File: src/rtl/ncpu32k_req_collector.sv
// ncpu32k_req_collector
// Requester-side end of a priority one-hot arbitration interface. Per-source request pulses are
// latched into a sticky pending vector that is driven to an arbiter. The arbiter's one-hot grant
// is converted to a binary index and presented on a valid/ready output stage.
//
// Parameters:
//   DW           number of request sources (>= 1)
//   POLARITY_REQ ARB_REQ active level (nonzero = high active)
//   POLARITY_GNT ARB_GNT active level (nonzero = high active)
//   AW           OUT_IDX width, max(1, clog2(DW))
// Ports:
//   clk, rst_n   clock (rising edge), asynchronous active-low reset
//   SRC_REQ      request event pulses, high active
//   ARB_REQ      pending vector to the arbiter (registered)
//   ARB_GNT      one-hot grant from the arbiter
//   OUT_VALID / OUT_READY / OUT_IDX / OUT_ONEHOT  granted-source output stage
//   BUSY         anything pending or held on the output
//   ERR          sticky illegal-grant flag (NCPU32K_REQ_COLLECTOR_CHECK_EN only)
// Build option:
//   NCPU32K_REQ_COLLECTOR_CHECK_EN  rejects multi-hot and non-pending grants and flags them on ERR.
//   Without it, a multi-hot grant of pending sources is taken as its lowest set bit.

module ncpu32k_req_collector #(
  parameter int DW           = 4,
  parameter int POLARITY_REQ = 1,
  parameter int POLARITY_GNT = 1,
  localparam int AW          = (DW > 1) ? $clog2(DW) : 1
) (
  input  logic          clk,
  input  logic          rst_n,
  input  logic [DW-1:0] SRC_REQ,
  output logic [DW-1:0] ARB_REQ,
  input  logic [DW-1:0] ARB_GNT,
  output logic          OUT_VALID,
  input  logic          OUT_READY,
  output logic [AW-1:0] OUT_IDX,
  output logic [DW-1:0] OUT_ONEHOT,
  output logic          BUSY
`ifdef NCPU32K_REQ_COLLECTOR_CHECK_EN
  ,
  output logic          ERR
`endif
);

  typedef enum logic {StIdle, StHold} out_st_e;

  logic [DW-1:0] pending_q, pending_d;
  out_st_e       out_st_q, out_st_d;
  logic [AW-1:0] out_idx_q, out_idx_d;
  logic [DW-1:0] out_onehot_q, out_onehot_d;

  logic [DW-1:0] gnt_h;
  logic [DW-1:0] gnt_sel;
  logic [AW-1:0] gnt_idx;
  logic          gnt_nz, gnt_sub, gnt_legal;
  logic          cap_en, take;

  assign gnt_h   = (POLARITY_GNT != 0) ? ARB_GNT : ~ARB_GNT;
  assign gnt_nz  = |gnt_h;
  assign gnt_sub = ~|(gnt_h & ~pending_q);
  assign cap_en  = (out_st_q == StIdle) | OUT_READY;

`ifdef NCPU32K_REQ_COLLECTOR_CHECK_EN
  logic gnt_onehot;
  logic err_q, err_d;

  assign gnt_onehot = ~|(gnt_h & (gnt_h - DW'(1)));
  assign gnt_sel    = gnt_h;
  assign gnt_legal  = gnt_nz & gnt_sub & gnt_onehot;

  // Grant is only looked at while the output stage can take it.
  always_comb begin
    err_d = err_q | (cap_en & gnt_nz & ~(gnt_sub & gnt_onehot));
  end

  always_ff @(posedge clk or negedge rst_n) begin
    if (!rst_n) err_q <= 1'b0;
    else        err_q <= err_d;
  end

  assign ERR = err_q;
`else
  // Isolate the lowest set bit so a multi-hot grant resolves to a single source.
  assign gnt_sel   = gnt_h & (~gnt_h + DW'(1));
  assign gnt_legal = gnt_nz & gnt_sub;
`endif

  assign take = cap_en & gnt_legal;

  always_comb begin
    gnt_idx = '0;
    for (int i = 0; i < DW; i++) begin
      if (gnt_sel[i]) gnt_idx = gnt_idx | AW'(i);
    end
  end

  always_comb begin
    // Set wins over clear on the same bit.
    pending_d = (pending_q & ~(take ? gnt_sel : '0)) | SRC_REQ;
  end

  always_comb begin
    out_st_d     = out_st_q;
    out_idx_d    = out_idx_q;
    out_onehot_d = out_onehot_q;
    unique case (out_st_q)
      StIdle: begin
        if (take) begin
          out_st_d     = StHold;
          out_idx_d    = gnt_idx;
          out_onehot_d = gnt_sel;
        end
      end
      StHold: begin
        if (take) begin
          out_idx_d    = gnt_idx;
          out_onehot_d = gnt_sel;
        end else if (OUT_READY) begin
          out_st_d = StIdle;
        end
      end
      default: out_st_d = StIdle;
    endcase
  end

  always_ff @(posedge clk or negedge rst_n) begin
    if (!rst_n) begin
      pending_q    <= '0;
      out_st_q     <= StIdle;
      out_idx_q    <= '0;
      out_onehot_q <= '0;
    end else begin
      pending_q    <= pending_d;
      out_st_q     <= out_st_d;
      out_idx_q    <= out_idx_d;
      out_onehot_q <= out_onehot_d;
    end
  end

  assign ARB_REQ    = (POLARITY_REQ != 0) ? pending_q : ~pending_q;
  assign OUT_VALID  = (out_st_q == StHold);
  assign OUT_IDX    = out_idx_q;
  assign OUT_ONEHOT = out_onehot_q;
  assign BUSY       = (|pending_q) | (out_st_q == StHold);

endmodule

File: config.mk
export PLATFORM = sky130hd
export DESIGN_NAME = ncpu32k_req_collector
export DESIGN_NICKNAME = d
export VERILOG_FILES = /design/src/rtl/ncpu32k_req_collector.sv
export SDC_FILE = /design/constraint.sdc
export NUM_CORES = 1
export LEC_CHECK = 0
export ABC_AREA = 0
export ABC_CLOCK_PERIOD_IN_PS = 1640
export BUFFER_PORTS_ARGS = -buffer_cell sky130_fd_sc_hd__buf_2
export CAP_MARGIN = 20
export CORE_AREA = 5 5 42 44
export CTS_CLUSTER_SIZE = 30
export DETAILED_ROUTE_END_ITERATION = 8
export DIE_AREA = 0 0 47 49
export PLACE_DENSITY = 0.71
export SLEW_MARGIN = 10
export SYNTH_ARGS = -nofsm -noshare
export SYNTH_HDL_FRONTEND = slang
export SYNTH_SLANG_ARGS = --single-unit
File: constraint.sdc
create_clock -name clk -period 1.64 [get_ports clk]
set_clock_uncertainty 0.05 [all_clocks]
set_input_delay 0.082 -clock clk [delete_from_list [all_inputs] [get_ports clk]]
set_output_delay 0.082 -clock clk [all_outputs]
set_load 0.01 [all_outputs]
Yosys cells after proc, flatten, opt, wreduce, memory -nomap -nowiden. Cells that the tools add are included.

Flip-flop bits (word level): 11. Input bits: 11. Output and inout bits: 12.

Add/subtract/negate cells: 1. Muxes and demuxes: 10. Bitwise logic cells: 12. Reductions and logical operators: 4.

Operators with widths (number): bitwise AND 4 bit (3); inverter 4 bit (3); OR reduction 4 bit (3); two-way mux 4 bit (2); two-way mux 2 bit (3); adder 4 x 1 -> 4 bit, second input constant (1); two-way mux 1 bit (4); bitwise OR 4 bit (1); bitwise AND 1 bit (2); bitwise OR 1 bit (2); case mux 1 bit (2 select lines) (1); logical NOT 1 bit (1); inverter 1 bit (1).

Longest topological paths before layout.
Depth after elaboration: 10. Gate-level depth with buffers: 4. Mapped depth without buffers: 4.

Least setup slack after synthesis. OpenSTA, ideal clock, no wires.

Path kind: register -> register. Start point: reg pending_q[3], in the netlist ARB_REQ[3]. End point: reg out_onehot_q[0], in the netlist OUT_ONEHOT[0]. Arrival: 1.312 ns. Required time: 1.465 ns. Slack: 0.153 ns. Stages on the path, launching flop included: 4. Buffers on the path: 0. Cell sequence: dfrtp_1 > o221ai_2 > or3_4 > mux2_4.

Longest elaborated chain between the ends: 6.

RTL lines: start: declaration (RTL line 47) `logic [DW-1:0] pending_q, pending_d;`; start signal: assignment (RTL line 133) `pending_q <= pending_d;`; inverter 4 bit; bitwise AND 4 bit (RTL line 60) `assign gnt_sub = ~|(gnt_h & ~pending_q);`; OR reduction 4 bit (RTL line 60); logical NOT 1 bit (RTL line 60); bitwise AND 1 bit (RTL line 85) `assign gnt_legal = gnt_nz & gnt_sub;`; bitwise AND 1 bit (RTL line 88) `assign take = cap_en & gnt_legal;`; end signal: assignment (RTL line 136) `out_onehot_q <= out_onehot_d;`; end: declaration (RTL line 50) `logic [DW-1:0] out_onehot_q, out_onehot_d;`.

No other way between the ends. A chain may end at the register's enable or synchronous reset.

Worst setup path in the final report.
Start point: reg pending_q[2], in the netlist ARB_REQ[2]. End point: reg out_onehot_q[0], in the netlist OUT_ONEHOT[0].

The elaborated chain is that of the path after synthesis.

==> summary.md <==
| Metric | Value |
|---|---|
| Total core area | 1400 um^2 |
| #FFs+latches synth | 11 |
| Slew Viols, Final | 0 |
| IO Count | 23 |
| DP Area | 688 um^2 |
| Global-route wire length before repair | 2180 um |
| H-tree levels | 1 |
| Worst R2R Setup Slack | 0.15 ns |
| GRT Total Usage | 0.133 |
| Initial antenna violation count | 0 |
| Vias in the first global route | 488 |
| Global route total overflow | 0 |
| CP arrival | 1.60 ns |
| CTS resizes | 0 |
| Post-layout min period | 1.49 ns |
| N_diodes | 0 |
| Sum Neg Setup Slack | 0 ns |
| Layout Area Growth over Synthesis | 37.1% |
| Worst Tran Pin Value | 0.444 ns |
| Crit Path Class | reg -> reg |
| Largest stage delay on the critical path | 0.44 ns |
| Critical path startpoint | ARB_REQ[2] |
| WP buf/inv | 0 |
| FF-to-FF Start | ARB_REQ[2] |
| Routed via count | 501 |
| Port bufs | 22 |
| Pleak | 0.357 nW |
| Mapped Area | 536 um^2 |
| Initial core utilization | 0.382 |
| Routed Antenna Nets | 0 |
| Worst setup EP type | flop |
| Cell Rows | 14 |
| Critical Path Stages | 3 |
| Netlist cell types | 22 |
| Syn nets | 61 |
| Mapped Cells | 50 |
| Clock Path Buffers | 2 |
| DRC viols | 0 |
| Outcome | complete, no violations |
| Vias per std cell | 5.16 |
| Pwr Density | 946 nW/um^2 |
| Fin. Hold Viols | 0 |
| Fmax | 0.670 GHz |
| DR iter-0 viols | 7 |
| Final critical-path share of the clock period | 0.910 |
| Layout cell share with drive strength beyond 1 | 0.420 |
| Largest net degree at the start of global routing | 12 |
| TritonRoute pass-1 iters | 4 |
| R2R Path End | OUT_ONEHOT[0] |
| Seq/Total Area, Yosys | 0.514 |
| Final setup vio count | 0 |
| RSZ-0062 raised after global routing | false |
| Full die area | 2300 um^2 |
| Worst-path fanout max | 5 |
| CTS tree | yes |
| CP required | 1.75 ns |
| Synth warnings | 0 |
| WL final | 1340 um |
| Type of the most critical hold path | in -> reg |
| Crit path cell chain | o221ai_2 > or3_4 > mux2_4 |
| Gp weighted congestion | 0.811 |
| Syn Area/Cell | 10.7 um^2 |
| Nets | 93 |
| CP max-delay cell | or3_4 |
| Root Buffer | clkbuf_4 |
| Post-DP HPWL | 1030 um |
| Die H | 49 um |
| Largest delay share family, worst path | simple AND/OR/NAND/NOR gates |
| Worst setup SP type | flop |
| Worst slew margin | 0.704 |
| Max IR drop VDD | 386 uV |
| TritonCTS buffer count | 3 |
| DIE WIDTH | 47 um |
| Clock transition at path regs | 0.07 ns |
| Worst-Skew Late Latency | 0.27 ns |
| Worst Setup EP | OUT_ONEHOT[0] |
| Worst Reg2Reg Path Length in Cells | 3 |
| CTS sink cnt | 11 |
| Routed WL per cell | 13.8 um |
| Final instance area | 734 um^2 |
| Max_cap viols | 0 |
[sequential cells by signal, indices dropped and copies added (netlist names)]
name / count
ARB_REQ: 4
OUT_VALID: 1
OUT_ONEHOT: 4
OUT_IDX: 2
[worst reg2reg max path, stage by stage (launching register included)]
cell,delay (ns)
dfrtp_1,0.40
o221ai_2,0.18
or3_4,0.44
mux2_4,0.30
[worst min path at each step]
stage / from / to / slack, ns / depth (start not counted)
detailed placement: rst_n / OUT_ONEHOT[3] / -0.08 / 1
floorplan: rst_n / ARB_REQ[0] / -0.26 / 0
global placement: rst_n / OUT_IDX[0] / -0.09 / 1
global route: SRC_REQ[2] / ARB_REQ[2] / 0.001 / 3
CTS: SRC_REQ[2] / ARB_REQ[2] / 0.01 / 3
finish: SRC_REQ[2] / ARB_REQ[2] / 0.01 / 3
[cell usage after synthesis (all sizes together)]
cell type | instances | share of area
o21ai | 1 | 0.0093
o41ai | 1 | 0.016
o31ai | 2 | 0.028
o21bai | 1 | 0.014
nor2 | 7 | 0.049
o22ai | 1 | 0.012
nand4 | 1 | 0.012
nor4 | 1 | 0.012
nor3 | 2 | 0.040
mux2i | 1 | 0.019
a21oi | 3 | 0.028
a211oi | 1 | 0.014
nand2 | 3 | 0.021
dfrtp | 11 | 0.51
or3 | 1 | 0.021
inv | 6 | 0.042
nor2b | 1 | 0.012
mux2 | 3 | 0.084
a31oi | 1 | 0.012
or4 | 1 | 0.014
o221ai | 1 | 0.028
[power by group]
group / switching, mW / internal, mW
clock: 0.0941 / 0.0944
combinational: 0.0906 / 0.0895
sequential: 0.0219 / 0.304
[routing by layer]
layer,vias up,GRT usage,part of all wire,wire (um)
met5,-,0,0,0
met1,233,0.180,0.44,588
met4,0,0.0829,0.017,23
li1,243,-,-,-
met2,21,0.176,0.47,631
met3,4,0.0406,0.074,100
[per-stage QoR]
| step | power [mW] | hold WS (ns) | setup WS [ns] | util | std cells |
|---|---|---|---|---|---|
| finish | 0.695 | 0.0128 | 0.147 | 0.524 | 97 |
| global route | 0.742 | 0.00140 | 0.0569 | 0.524 | 97 |
| CTS | 0.706 | 0.0136 | 0.133 | 0.524 | 97 |
| detailed placement | 0.511 | -0.0818 | 0.0623 | 0.491 | 91 |
| global placement | 0.504 | -0.0920 | 0.0905 | 0.491 | 91 |
| floorplan | 0.429 | -0.264 | 0.153 | - | 50 |
[placed cells by master (no fill, tap or decap)]
master          n
a211oi_1        1
buf_2          22
nor3_4          1
nor3_1          1
clkbuf_1        1
o41ai_1         1
o31ai_1         2
inv_1           6
nor2b_1         1
dlygate4sd3_1   2
nand2_1         3
nor2_1          7
o21ai_0         1
clkbuf_4        3
a31oi_1         1
o22ai_1         1
o221ai_2        1
or4_1           1
nand4_1         1
a21oi_1         3
nor4_1          1
dfrtp_1        11
or3_4           1
mux2_4          3
o21bai_1        1
mux2i_1         1
buf_4           3
[kinds of logic (layout without fill, tap and decap cells)]
logic type,count (synthesis),in the layout,synth area share
simple gates,17,17,0.180
compound gates,12,12,0.161
flops,11,11,0.514
buf+inv,6,37,0.0421
mux,4,4,0.103
[final cells by class]
cell class | instances | area, um^2
Clock buffer | 4 | 26.3
Fill cell | 141 | 667
Inverter | 6 | 22.5
Multi-Input combinational cell | 33 | 238
Sequential cell | 11 | 275
Tap cell | 16 | 20.0
Timing Repair Buffer | 27 | 153
[timing repair]
action	CTS	global route
buffers inserted	0	0
endpoints found under the hold margin	12	0
hold buffers	2	0
Power figures use the tool's default switching activity.
